$ cat src/rtl/traffic_lights_pkg.sv
// Shared types for the traffic_lights controller and its command deframer.
// Holds command/error encodings, deframer state and the default sync byte.
package traffic_lights_pkg;

  localparam logic [7:0] SYNC_BYTE_DEF = 8'hA5;

  typedef enum logic [2:0] {
    CMD_ON         = 3'd0,
    CMD_OFF        = 3'd1,
    CMD_UNMANAGED  = 3'd2,
    CMD_SET_GREEN  = 3'd3,
    CMD_SET_RED    = 3'd4,
    CMD_SET_YELLOW = 3'd5
  } cmd_type_t;

  typedef enum logic [1:0] {
    ERR_NONE    = 2'd0,
    ERR_CHK     = 2'd1,
    ERR_TYPE    = 2'd2,
    ERR_TIMEOUT = 2'd3
  } err_code_t;

  typedef enum logic [2:0] {
    S_HUNT,
    S_TYPE,
    S_DHI,
    S_DLO,
    S_CHK
  } state_t;

endpackage

$ cat src/rtl/traffic_lights_cmd_deframer_frame_timeout_cnt.sv
// Saturating inter-byte counter; expired is high once count == TICKS.
// Ports: clk, srst (sync, active-high), clr, en, expired.
module frame_timeout_cnt #(
  parameter int TICKS = 1000
) (
  input  logic clk,
  input  logic srst,
  input  logic clr,
  input  logic en,
  output logic expired
);

  localparam int W = $clog2(TICKS + 1);
  localparam logic [W-1:0] MAX = W'(TICKS);

  logic [W-1:0] cnt;

  always_ff @(posedge clk) begin
    if (srst) begin
      cnt <= '0;
    end else if (clr) begin
      cnt <= '0;
    end else if (en && cnt != MAX) begin
      cnt <= cnt + W'(1);
    end
  end

  assign expired = (cnt == MAX);

endmodule

$ cat src/rtl/traffic_lights_cmd_deframer.sv
// Finds 5-byte command frames (SYNC,TYPE,DHI,DLO,CHK) and issues commands.
// Ports: clk_i, srst_i, byte_i/byte_valid_i in; cmd_*_o, err_o/err_code_o out.
module traffic_lights_cmd_deframer
  import traffic_lights_pkg::*;
#(
  parameter logic [7:0] SYNC_BYTE     = SYNC_BYTE_DEF,
  parameter int         TIMEOUT_TICKS = 1000,
  parameter int         MAX_CMD_TYPE  = 5
) (
  input  logic        clk_i,
  input  logic        srst_i,
  input  logic [7:0]  byte_i,
  input  logic        byte_valid_i,
  output logic [2:0]  cmd_type_o,
  output logic        cmd_valid_o,
  output logic [15:0] cmd_data_o,
  output logic        err_o,
  output logic [1:0]  err_code_o
);

  state_t    state_q, state_d;
  logic [7:0] type_q, type_d;
  logic [7:0] dhi_q, dhi_d;
  logic [7:0] dlo_q, dlo_d;
  cmd_type_t  cmd_type_q, cmd_type_d;
  logic [15:0] cmd_data_q, cmd_data_d;
  logic       cmd_valid_q, cmd_valid_d;
  logic       err_q, err_d;
  err_code_t  err_code_q, err_code_d;

  logic expired;
  logic type_bad;

  frame_timeout_cnt #(
    .TICKS(TIMEOUT_TICKS)
  ) u_tmo (
    .clk    (clk_i),
    .srst   (srst_i),
    .clr    ((state_q == S_HUNT) || byte_valid_i),
    .en     (1'b1),
    .expired(expired)
  );

  assign type_bad = (type_q[7:3] != 5'd0)
                 || (int'(type_q[2:0]) > MAX_CMD_TYPE);

  always_comb begin
    state_d     = state_q;
    type_d      = type_q;
    dhi_d       = dhi_q;
    dlo_d       = dlo_q;
    cmd_type_d  = cmd_type_q;
    cmd_data_d  = cmd_data_q;
    cmd_valid_d = 1'b0;
    err_d       = 1'b0;
    err_code_d  = err_code_q;
    if (byte_valid_i) begin
      unique case (state_q)
        S_HUNT: begin
          if (byte_i == SYNC_BYTE) state_d = S_TYPE;
        end
        S_TYPE: begin
          type_d  = byte_i;
          state_d = S_DHI;
        end
        S_DHI: begin
          dhi_d   = byte_i;
          state_d = S_DLO;
        end
        S_DLO: begin
          dlo_d   = byte_i;
          state_d = S_CHK;
        end
        S_CHK: begin
          state_d = S_HUNT;
          if (byte_i != (type_q ^ dhi_q ^ dlo_q)) begin
            err_d      = 1'b1;
            err_code_d = ERR_CHK;
          end else if (type_bad) begin
            err_d      = 1'b1;
            err_code_d = ERR_TYPE;
          end else begin
            cmd_valid_d = 1'b1;
            cmd_type_d  = cmd_type_t'(type_q[2:0]);
            cmd_data_d  = {dhi_q, dlo_q};
          end
        end
        default: state_d = S_HUNT;
      endcase
    end else if (expired && state_q != S_HUNT) begin
      // Counter may sit saturated for a cycle in S_HUNT; ignore it there.
      state_d    = S_HUNT;
      err_d      = 1'b1;
      err_code_d = ERR_TIMEOUT;
    end
  end

  always_ff @(posedge clk_i) begin
    if (srst_i) begin
      state_q     <= S_HUNT;
      type_q      <= '0;
      dhi_q       <= '0;
      dlo_q       <= '0;
      cmd_type_q  <= CMD_ON;
      cmd_data_q  <= '0;
      cmd_valid_q <= 1'b0;
      err_q       <= 1'b0;
      err_code_q  <= ERR_NONE;
    end else begin
      state_q     <= state_d;
      type_q      <= type_d;
      dhi_q       <= dhi_d;
      dlo_q       <= dlo_d;
      cmd_type_q  <= cmd_type_d;
      cmd_data_q  <= cmd_data_d;
      cmd_valid_q <= cmd_valid_d;
      err_q       <= err_d;
      err_code_q  <= err_code_d;
    end
  end

  assign cmd_type_o  = cmd_type_q;
  assign cmd_data_o  = cmd_data_q;
  assign cmd_valid_o = cmd_valid_q;
  assign err_o       = err_q;
  assign err_code_o  = err_code_q;

endmodule
$ cat config.mk
export PLATFORM = sky130hd
export DESIGN_NAME = traffic_lights_cmd_deframer
export DESIGN_NICKNAME = d
export VERILOG_FILES = /design/src/rtl/traffic_lights_pkg.sv /design/src/rtl/traffic_lights_cmd_deframer_frame_timeout_cnt.sv /design/src/rtl/traffic_lights_cmd_deframer.sv
export SDC_FILE = /design/constraint.sdc
export NUM_CORES = 1
export LEC_CHECK = 0
export CORE_ASPECT_RATIO = 1.25
export CORE_MARGIN = 2
export CORE_UTILIZATION = 59
export CTS_CLUSTER_SIZE = 40
export DETAILED_ROUTE_END_ITERATION = 12
export HOLD_SLACK_MARGIN = 0.15
export PLACE_DENSITY = 0.9
export SLEW_MARGIN = 15
export SYNTH_ARGS = -nofsm -noshare
export SYNTH_HDL_FRONTEND = slang
export SYNTH_SLANG_ARGS = --single-unit
$ cat constraint.sdc
create_clock -name clk_i -period 3.76 [get_ports clk_i]
set_clock_uncertainty 0.2 [all_clocks]
set_input_delay 0.752 -clock clk_i [delete_from_list [all_inputs] [get_ports clk_i]]
set_output_delay 0.752 -clock clk_i [all_outputs]
set_load 0.01 [all_outputs]
==> key figures, run 1 <==
Status
  – Status: finished, final reports clean

Global route
  – Largest net degree at the start of global routing: 30
  – Initial antenna violation count: 0
  – Vias in the first global route: approximately 2100
  – First-pass GRT wire length: a little under 10000 um
  – GR Util All Layers: 25.5%
  – Grt ovf: 0

STA
  – Max_slew headroom: 64.9%
  – Period utilization: 75.5%
  – Slew at the pin closest to its max-slew limit: 520 ps
  – Final hold violation count: 0
  – Worst hold slack: roughly 260 ps
  – RSZ-0062 raised after global routing: false
  – Final setup viols: 0
  – Max Freq: ~350 MHz
  – Setup TNS: 0 ps
  – Final Max Tran Viols: 0
  – Final setup margin: ~900 ps
  – Min Tclk post-route: 2840 ps

Yosys
  – Mapped Area: 0.00266 sq mm
  – Ys async rst share: 0%
  – Yosys cell types: 36
  – Commonest register cell after synthesis: dfxtp_1
  – YS warnings: 0
  – Synthesized netlist cell count: slightly above 300
  – Syn_area_per_cell: approximately 8.7 sq um
  – EDFF count, synth: 0
  – Sequential share of the synthesized area: a little under half
  – Synthesized flop and latch total: 60
  – Syn_nets: 318

Power and ir drop
  – Clock share of power: about half
  – Internal power: 0.00113 W
  – Comb pwr share: ~3.3%
  – Pwr Density: between 400 and 500 mW/mm^2
  – Pleak: between 1 and 1.5 nW
  – Flop pwr share: between 40 and 50%
  – P_sw: approximately 0.00028 W
  – Worst VDD drop: 436 uV
  – Sw frac: about 20%

CTS
  – Clk sinks: 60
  – Maximum root-to-sink buffer count: 2
  – CTS buffer count: 9
  – Post-CTS setup buffer count: 0
  – Post-cts resize count: 0
  – Clk slew on worst S/H paths: around 70 ps
  – H-Tree Depth: 3
  – Clock Tree Root: clkbuf_8
  – Hold-fix buffers at CTS: 0
  – Worst-Skew Late Latency: between 300 and 400 ps
  – CTS tree: built

Layout
  – Layout fillers: 305
  – Area of the multi-input gates: between 0.001 and 0.0015 sq mm
  – Layout cells sized above 1: around 6.4%
  – Fin nets: between 300 and 400
  – P&R area growth vs syn: 22.8%
  – Post-Layout Cell Count: 401
  – Seq. cell area: roughly 0.0012 sq mm
  – Diode count: 0

Hold path
  – Min-delay worst type: reg2reg

Floorplan
  – Top Ports: 34
  – Die ar.: just over 0.005 sq mm
  – Die span in x: between 60 and 70 um
  – Starting Density: between 60% and 70%
  – FP Rows: 27
  – Core footprint: approximately 0.0044 sq mm
  – Chip Height: just under 80 um

Placement
  – I/O Buffers: 33
  – RePlAce Congestion: approximately 0.9
  – Dpl cells: between 300 and 400
  – Dpl hpwl: ~3900 um
  – Pre-CTS WS: 622 ps

Detailed routing
  – Detailed Routing Iterations Pass 1: 4
  – Initial DRC Count: around 130
  – Residual DRC: 0
  – Detail Route Antenna Nets: 0
  – Vias/cell: ~5.4
  – Wirelength, routed: slightly below 6000 um
  – Via Count: around 2200
  – DR WL/cell: ~15 um

Critical path
  – Crit-path cells: clkdlybuf4s50_1 > xnor2_1 > xnor2_1 > nand4_1 > nor4b_4 > buf_4 > mux2i_1
  – Worst-path maximum fanout: 20
  – Crit-path slowest cell: clkdlybuf4s50_1
  – Setup CP Type: in2reg
  – CP Launch Type: input pin
  – Data required, critical path: about 3800 ps
  – Critical path's top delay family: buffers and inverters
  – Worst Path Buf+Inv: 2
  – Most frequent CP cell: xnor2_1
  – Worst EP arrival: between 2000 and 3000 ps
  – Crit end category: flop
  – Critical Path Max Stage Delay: 590 ps

Run
  – Maxcap violations: 0
==> cells by family after synthesis <==
family	Yosys count	share of synthesized area, %
AO/OA/AOI/OAI	30	6.73
AND/OR/NAND/NOR	134	22.6
XOR/XNOR	33	10.9
multiplexers	28	10.5
buffers and inverters	18	3.15
adder cells (fa/ha/maj)	2	0.941
flip-flops	60	45.2
==> cell usage after synthesis (2+ instances only) <==
master / count / share of area, %
nand2_1: 78 / 11
dfxtp_1: 60 / 45
nor2_1: 29 / 4.1
mux2i_1: 28 / 11
xnor2_1: 25 / 8.2
a21oi_1: 20 / 3.8
clkbuf_1: 11 / 1.6
xor2_1: 8 / 2.6
nand3_1: 7 / 1.3
nor3_1: 4 / 0.75
and3_1: 3 / 0.71
inv_1: 3 / 0.42
nor4bb_1: 3 / 1.1
buf_6: 2 / 0.85
ha_1: 2 / 0.94
o41ai_1: 2 / 0.66
==> worst paths after layout <==
| path | startpoint | to | slack (ps) | depth (start not counted) |
|---|---|---|---|---|
| worst min-delay path | cmd_type_o[1]$_SDFFE_PP0P_ | cmd_type_o[1]$_SDFFE_PP0P_ | 260 | 2 |
| worst max register to register | dhi_q[6]$_SDFFE_PP0P_ | cmd_data_o[14]$_SDFFE_PP0P_ | 1540 | 6 |
| worst max-delay path | byte_i[6] | cmd_data_o[14]$_SDFFE_PP0P_ | 920 | 7 |
| worst min register to register | cmd_type_o[1]$_SDFFE_PP0P_ | cmd_type_o[1]$_SDFFE_PP0P_ | 260 | 2 |
==> power by group through the flow <==
stage	clock network, W	registers, W	logic (W)
after global placement	0	0.000650	0.0000446
after detailed placement	0	0.000650	0.0000456
after global routing	0.000756	0.000635	0.0000504
final	0.000728	0.000636	0.0000464
after floorplan	0	0.000650	0.0000234
after CTS	0.000730	0.000636	0.0000461
==> per-stage QoR <==
stage	total power, W	area, sq um	util (%)
finish	0.00141	3270	75.0
global route	0.00144	3270	75.0
CTS	0.00141	3270	75.0
detailed placement	0.000696	3020	69.2
global placement	0.000695	3020	69.2
floorplan	0.000673	2660	-
==> layout by cell type, fill, tap and decap left out, drive strengths merged, types with 2 or more instances in the layout <==
master and count:
clkdlybuf4s50 33, nand2 78, mux2i 28, nor2 29
clkinv 2, o41ai 2, xnor2 25, inv 3
nand3 7, and3 3, nor3 4, xor2 8
a21oi 20, ha 2, bufinv 3, nand4 2
clkbuf 12, buf 3, nor4bb 3, dfxtp 60
==> final cells by class <==
type	count	share of cell area [%]
clock buffer	12	4.75
clock inverter	4	2.91
inverter	4	0.460
multi-input combinational	227	42.1
sequential	60	36.8
tap	58	2.22
timing repair buffer	36	10.8
==> state kept, by name, indices dropped and copies added (netlist names) <==
signal	count
cmd_data_o	16
cmd_type_o	3
cmd_valid_o	1
dhi_q	8
dlo_q	8
err_code_o	2
err_o	1
state_q	3
type_q	8
u_tmo.cnt	10
==> layer usage <==
layer,up-vias,wire (um),GRT usage (%)
met2,60,2880,42.1
met3,13,317,6.23
met5,-,0,0
met4,0,159,13.0
li1,1081,-,-
met1,1026,2480,30.5
==> worst min-delay path: stages (launching register included) <==
cell and delay [ps]:
dfxtp_1 310, nand2_1 50, mux2i_1 50
Power figures use the tool's default switching activity.
==> inputs of run 2 (changes only) <==
- CORE_UTILIZATION: 59 -> 49
- PLACE_DENSITY: 0.9 -> 0.81
- clock period: 3.76 -> 2.4 ns (I/O delays scaled with it)
==> run 2 against run 1 <==
Against the previous run:
- sequential power is 57% higher
- clock power rose by 39%
- first-iteration DRC count is 14% higher
- via count up 0.60%
- highest routed layer unchanged
- global-route usage down 3.9 points
- critical path type unchanged
- die area grew 19%
- largest power group unchanged
==> key figures, run 2 (synthesis gave the netlist of run 1 again) <==
Detailed routing
  – Detailed Routing Iterations Pass 1: 4 (unchanged)
  – Vias/cell: 5.22 (was 5.44)
  – Initial DRC Count: 153 (was 134)
  – Detail Route Antenna Nets: 0 (unchanged)
  – DR WL/cell: 14.3 um (was 14.5 um)
  – Wirelength, routed: 6010 um (was 5830 um)
  – Via Count: 2193 (was 2180)
  – Residual DRC: 0 (unchanged)

Power and ir drop
  – P_sw: 0.000445 W (was 0.000280 W)
  – Internal power: 0.00165 W (was 0.00113 W)
  – Flop pwr share: 47.6% (was 45.1%)
  – Sw frac: 21.3% (was 19.8%)
  – Worst VDD drop: 336 uV (was 436 uV)
  – Pwr Density: 622 mW/mm^2 (was 431 mW/mm^2)
  – Clock share of power: 48.3% (was 51.6%)
  – Comb pwr share: 4.1% (was 3.3%)
  – Pleak: 1.12 nW (was 1.07 nW)

Critical path
  – Worst EP arrival: 2320 ps (was 2900 ps)
  – CP Launch Type: input pin (unchanged)
  – Setup CP Type: in2reg (unchanged)
  – Data required, critical path: 2460 ps (was 3820 ps)
  – Crit end category: flop (unchanged)
  – Worst-path maximum fanout: 20 (unchanged)

STA
  – Max Freq: roughly 440 MHz
  – Final hold violation count: 0 (unchanged)
  – Slew at the pin closest to its max-slew limit: 462 ps (was 520 ps)
  – Min Tclk post-route: approximately 2300 ps
  – Final setup viols: 0 (unchanged)
  – Period utilization: 94.3%
  – Max_slew headroom: 69.0% (was 64.9%)
  – Final Max Tran Viols: 0 (unchanged)
  – Setup TNS: 0 ps (unchanged)
  – RSZ-0062 raised after global routing: false (unchanged)

CTS
  – Clk slew on worst S/H paths: 60 ps (was 70 ps)
  – Maximum root-to-sink buffer count: 2 (unchanged)
  – Worst-Skew Late Latency: 350 ps (was 340 ps)
  – Post-CTS setup buffer count: 0 (unchanged)
  – Hold-fix buffers at CTS: 0 (unchanged)
  – Post-cts resize count: 0 (unchanged)
  – CTS buffer count: 9 (unchanged)
  – Clk sinks: 60 (unchanged)
  – Clock Tree Root: clkbuf_8 (unchanged)
  – CTS tree: built (unchanged)
  – H-Tree Depth: 3 (unchanged)

Hold path
  – Min-delay worst type: reg2reg (unchanged)

Global route
  – First-pass GRT wire length: 10300 um (was 9830 um)
  – Largest net degree at the start of global routing: 34 (was 30)
  – Grt ovf: 0 (unchanged)
  – Vias in the first global route: 2177 (was 2131)
  – Initial antenna violation count: 0 (unchanged)
  – GR Util All Layers: 21.6% (was 25.5%)

Floorplan
  – Starting Density: 49.9% (was 61.0%)
  – Top Ports: 34 (unchanged)
  – Die ar.: 0.00604 sq mm (was 0.00506 sq mm)
  – Chip Height: 86.4 um (was 79.1 um)
  – Die span in x: 69.9 um (was 64.1 um)
  – FP Rows: 30 (was 27)
  – Core footprint: 0.00533 sq mm (was 0.00436 sq mm)

Layout
  – P&R area growth vs syn: 26.5% (was 22.8%)
  – Fin util: 63.1% (was 75.0%)
  – Leading cell types in the layout, fill and taps excluded: nand2_1, dfxtp_1, clkdlybuf4s50_1, nor2_1, mux2i_1 (unchanged)
  – Fin nets: 364 (was 351)
  – Diode count: 0 (unchanged)
  – Layout cells sized above 1: 9.55% (was 6.41%)
  – Most common cell after layout, fill and taps aside: nand2_1 (unchanged)
  – Max reg flops: 16 (unchanged)

Placement
  – Dpl hpwl: 4320 um (was 3870 um)
  – I/O Buffers: 33 (unchanged)
  – RePlAce Congestion: 0.879 (was 0.880)

Run
  – Maxcap violations: 0 (unchanged)

Status
  – Status: finished, final reports clean (unchanged)
-- run 2: cell types whose count changed in the layout (fill, tap and decap cells not counted) --
cell,change
buf_12,+2
buf_4,+11
bufinv_16,-1
clkbuf_1,+1
clkbuf_8,-1
clkinvlp_4,+1
-- run 2: layer usage --
layer  share of wire [%]  GRT usage (%)
met1                  43           25.9
met2                  50           35.8
met3                 4.4           5.12
met4                 2.4           11.7
met5                   0              0
-- run 2: through the flow --
step / instance area [sq um] / total power (W) / hold slack, ps / instances / worst slack [ps]
after floorplan: 2660 / 0.00105 / 261 / 305 / 440
after global placement: 3150 / 0.00110 / 243 / 404 / -147
after detailed placement: 3150 / 0.00110 / 249 / 404 / -202
after CTS: 3360 / 0.00210 / 263 / 420 / 144
after global routing: 3360 / 0.00215 / 281 / 420 / 8.16
final: 3360 / 0.00209 / 258 / 420 / 136
-- run 2: area by class of cell --
type / instances / area, sq um
Timing Repair Buffer: 49 / 475
Fill cell: 451 / 1970
Clock buffer: 12 / 145
Multi-Input combinational cell: 227 / 1380
Tap cell: 64 / 80.1
Sequential cell: 60 / 1200
Inverter: 4 / 15.0
Clock inverter: 4 / 72.6
-- run 2: final timing paths --
kind	start	endpoint	slack, ps	cells after the start
setup / recovery	byte_i[0]	cmd_data_o[13]$_SDFFE_PP0P_	140	7
hold / removal	cmd_data_o[14]$_SDFFE_PP0P_	cmd_data_o[14]$_SDFFE_PP0P_	260	2
setup reg to reg	type_q[2]$_SDFFE_PP0P_	cmd_data_o[13]$_SDFFE_PP0P_	280	5
hold reg to reg	cmd_data_o[14]$_SDFFE_PP0P_	cmd_data_o[14]$_SDFFE_PP0P_	260	2
-- run 2: critical path, stage by stage --
cell             delay, ps
clkdlybuf4s50_1        450
xnor2_1                160
xnor2_1                250
nand4_1                210
nor4b_4                350
buf_12                 230
mux2i_1                200
-- run 2: power by group through the flow --
| stage | sequential, W | combinational [W] | clock [W] |
|---|---|---|---|
| 2_1_floorplan | 0.00102 | 0.0000367 | 0 |
| 3_3_place_gp | 0.00102 | 0.0000828 | 0 |
| 3_5_place_dp | 0.00102 | 0.0000846 | 0 |
| 4_1_cts | 0.000996 | 0.0000850 | 0.00102 |
| 5_1_grt | 0.000995 | 0.0000919 | 0.00106 |
| 6_report | 0.000996 | 0.0000857 | 0.00101 |
==> inputs of run 3 (changes only) <==
- CORE_UTILIZATION: 49 -> 56
- DONT_BUFFER_PORTS: not set -> 1
- GPL_TIMING_DRIVEN: not set -> 0
- PLACE_DENSITY: 0.81 -> 0.73
==> run 3 against run 2 <==
Against the previous run:
- clock power is 19% lower
- sequential cell count did not move
- sequential power about the same
- critical endpoint is now cmd_data_o[6]$_SDFFE_PP0P_
- largest cell class unchanged
==> key figures, run 3 (synthesis gave the netlist of run 1 again) <==
Hold path
  – Min-delay worst type: in2reg (was reg2reg)
  – Hold path startpoint: byte_valid_i (was cmd_data_o[14]$_SDFFE_PP0P_)
  – Hold Path Depth: 3 (was 2)
  – Worst Hold End: err_o$_SDFF_PP0_ (was cmd_data_o[14]$_SDFFE_PP0P_)

Detailed routing
  – Initial DRC Count: 120 (was 153)
  – Via Count: 2085 (was 2193)
  – Wirelength, routed: 6040 um (was 6010 um)
  – Residual DRC: 0 (unchanged)
  – Detail Route Antenna Nets: 0 (unchanged)
  – Vias/cell: 5.36 (was 5.22)
  – DR WL/cell: 15.5 um (was 14.3 um)
  – Detailed Routing Iterations Pass 1: 4 (unchanged)

Layout
  – Most common cell after layout, fill and taps aside: nand2_1 (unchanged)
  – Diode count: 0 (unchanged)
  – Layout cells sized above 1: 6.38% (was 9.55%)
  – Fin nets: 337 (was 364)
  – Max reg flops: 16 (unchanged)
  – Leading cell types in the layout, fill and taps excluded: nand2_1, dfxtp_1, nor2_1, mux2i_1, xnor2_1 (was nand2_1, dfxtp_1, clkdlybuf4s50_1, nor2_1, mux2i_1)
  – P&R area growth vs syn: 12.6% (was 26.5%)

CTS
  – Clk slew on worst S/H paths: 70 ps (was 60 ps)
  – Post-CTS setup buffer count: 0 (unchanged)
  – Clk sinks: 60 (unchanged)
  – Worst-Skew Late Latency: 350 ps (about the same)
  – Clock Tree Root: clkbuf_8 (unchanged)
  – Maximum root-to-sink buffer count: 2 (unchanged)
  – H-Tree Depth: 3 (unchanged)
  – CTS buffer count: 9 (unchanged)
  – CTS tree: built (unchanged)

STA
  – Period utilization: 89.2% (was 94.3%)
  – Max Freq: 467 MHz (was 442 MHz)
  – Max_slew headroom: 64.0% (was 69.0%)
  – Final Max Tran Viols: 0 (unchanged)
  – Final setup margin: 260 ps (was 136 ps)
  – Final setup viols: 0 (unchanged)
  – Setup TNS: 0 ps (unchanged)
  – Min Tclk post-route: 2140 ps (was 2260 ps)
  – RSZ-0062 raised after global routing: false (unchanged)
  – Slew at the pin closest to its max-slew limit: 533 ps (was 462 ps)
  – Final hold violation count: 0 (unchanged)

Floorplan
  – Die span in x: 65.6 um (was 69.9 um)
  – Core footprint: 0.00466 sq mm (was 0.00533 sq mm)
  – Chip Height: 81.1 um (was 86.4 um)
  – Top Ports: 34 (unchanged)
  – Starting Density: 57.1% (was 49.9%)
  – Die ar.: 0.00532 sq mm (was 0.00604 sq mm)
  – FP Rows: 28 (was 30)

Global route
  – GR Util All Layers: 24.6% (was 21.6%)
  – Vias in the first global route: 2081 (was 2177)
  – Largest net degree at the start of global routing: 11 (was 34)
  – Grt ovf: 0 (unchanged)
  – First-pass GRT wire length: 9650 um (was 10300 um)
  – Initial antenna violation count: 0 (unchanged)

Placement
  – Dpl hpwl: 4110 um (was 4320 um)
  – RePlAce Congestion: 0.836 (was 0.879)
  – I/O Buffers: 0 (was 33)
  – Pre-CTS WS: 198 ps (was -202 ps)

Critical path
  – Crit-path slowest cell: dfxtp_1 (was clkdlybuf4s50_1)
  – Worst Path Buf+Inv: 1 (was 2)
  – Crit-path cells: xor2_1 > xnor2_1 > nand4_2 > nor4b_4 > buf_6 > mux2i_1 (was clkdlybuf4s50_1 > xnor2_1 > xnor2_1 > nand4_1 > nor4b_4 > buf_12 > mux2i_1)
  – Critical path's top delay family: simple AND/OR/NAND/NOR gates (was buffers and inverters)
  – Reg2Reg Depth: 6 (was 5)
  – Critical Path Max Stage Delay: 430 ps (was 450 ps)
  – Worst-path maximum fanout: 10 (was 20)
  – R2R setup slack: 260 ps (was 280 ps)
  – Setup CP Type: reg2reg (was in2reg)
  – Data required, critical path: 2470 ps (was 2460 ps)
  – CP Launch Type: flop (was input pin)
  – RR Startpoint: dhi_q[4]$_SDFFE_PP0P_ (was type_q[2]$_SDFFE_PP0P_)
  – Crit end category: flop (unchanged)
  – Worst EP arrival: 2210 ps (was 2320 ps)
  – Reg-to-Reg End: cmd_data_o[6]$_SDFFE_PP0P_ (was cmd_data_o[13]$_SDFFE_PP0P_)

Power and ir drop
  – Worst VDD drop: 467 uV (was 336 uV)
  – Pwr Density: 629 mW/mm^2 (was 622 mW/mm^2)
  – Flop pwr share: 52.9% (was 47.6%)
  – Clock share of power: 43.7% (was 48.3%)
  – Comb pwr share: 3.4% (was 4.1%)
  – Pleak: 0.967 nW (was 1.12 nW)
  – P_sw: 0.000431 W (was 0.000445 W)
  – Sw frac: 22.9% (was 21.3%)
  – Internal power: 0.00145 W (was 0.00165 W)

Status
  – Status: finished, final reports clean (unchanged)

Run
  – Maxcap violations: 0 (unchanged)
-- run 3: cell types whose count changed in the layout (fill, tap and decap cells not counted), sizes merged --
cell and change:
dlygate4sd3 +8, clkbuf +12, buf -13, clkinv +1
clkdlybuf4s50 -33, bufinv -2
-- run 3: per-layer routing --
metal	GRT usage [%]	share of wire, %
met5	0	0
met4	15.0	3.9
met3	6.93	5.1
met2	41.8	52
met1	26.9	39
-- run 3: how the worst max path moves through the flow --
stage                                     start                    endpoint  cells after the start
after floorplan                       byte_i[0]  cmd_data_o[0]$_SDFFE_PP0P_                      6
after global placement                byte_i[7]  cmd_data_o[7]$_SDFFE_PP0P_                      6
after detailed placement              byte_i[7]  cmd_data_o[6]$_SDFFE_PP0P_                      6
after CTS                 dhi_q[4]$_SDFFE_PP0P_  cmd_data_o[6]$_SDFFE_PP0P_                      6
after global routing      dhi_q[4]$_SDFFE_PP0P_  cmd_type_o[1]$_SDFFE_PP0P_                      6
final                     dhi_q[4]$_SDFFE_PP0P_  cmd_data_o[6]$_SDFFE_PP0P_                      6
-- run 3: per-stage QoR --
step                cells  area (sq um)  hold slack, ps  power, W  util [%]
floorplan             305          2660             261   0.00105         -
global placement      365          2740             275   0.00106      58.7
detailed placement    365          2740             279   0.00107      58.7
CTS                   389          3000             151   0.00190      64.3
global route          389          3000             185   0.00195      64.3
finish                389          3000             161   0.00188      64.3
-- run 3: timing repair --
item | in CTS | in global routing
resized for setup | 0 | 0
endpoints found under the setup margin | 0 | 0
hold buffers | 8 | 0
endpoints found under the hold margin | 24 | 0
-- run 3: area by class of cell --
type | count | area (sq um)
fill | 403 | 1660
inverter | 4 | 15.0
clock inverter | 3 | 21.3
timing repair buffer | 8 | 80.1
multi-input combinational | 227 | 1380
sequential | 60 | 1200
tap | 60 | 75.1
buffer | 14 | 68.8
clock buffer | 13 | 159
-- run 3: tightest hold or removal path, cell delays in order --
cell and delay [ps]:
nor2_1 40, nand2_1 60, a31oi_1 80
-- run 3: power by group through the flow --
stage | logic [W] | clock network (W) | registers [W]
finish | 0.0000636 | 0.000823 | 0.000996
detailed placement | 0.0000468 | 0 | 0.00102
global placement | 0.0000467 | 0 | 0.00102
CTS | 0.0000638 | 0.000836 | 0.000996
global route | 0.0000692 | 0.000887 | 0.000995
floorplan | 0.0000367 | 0 | 0.00102
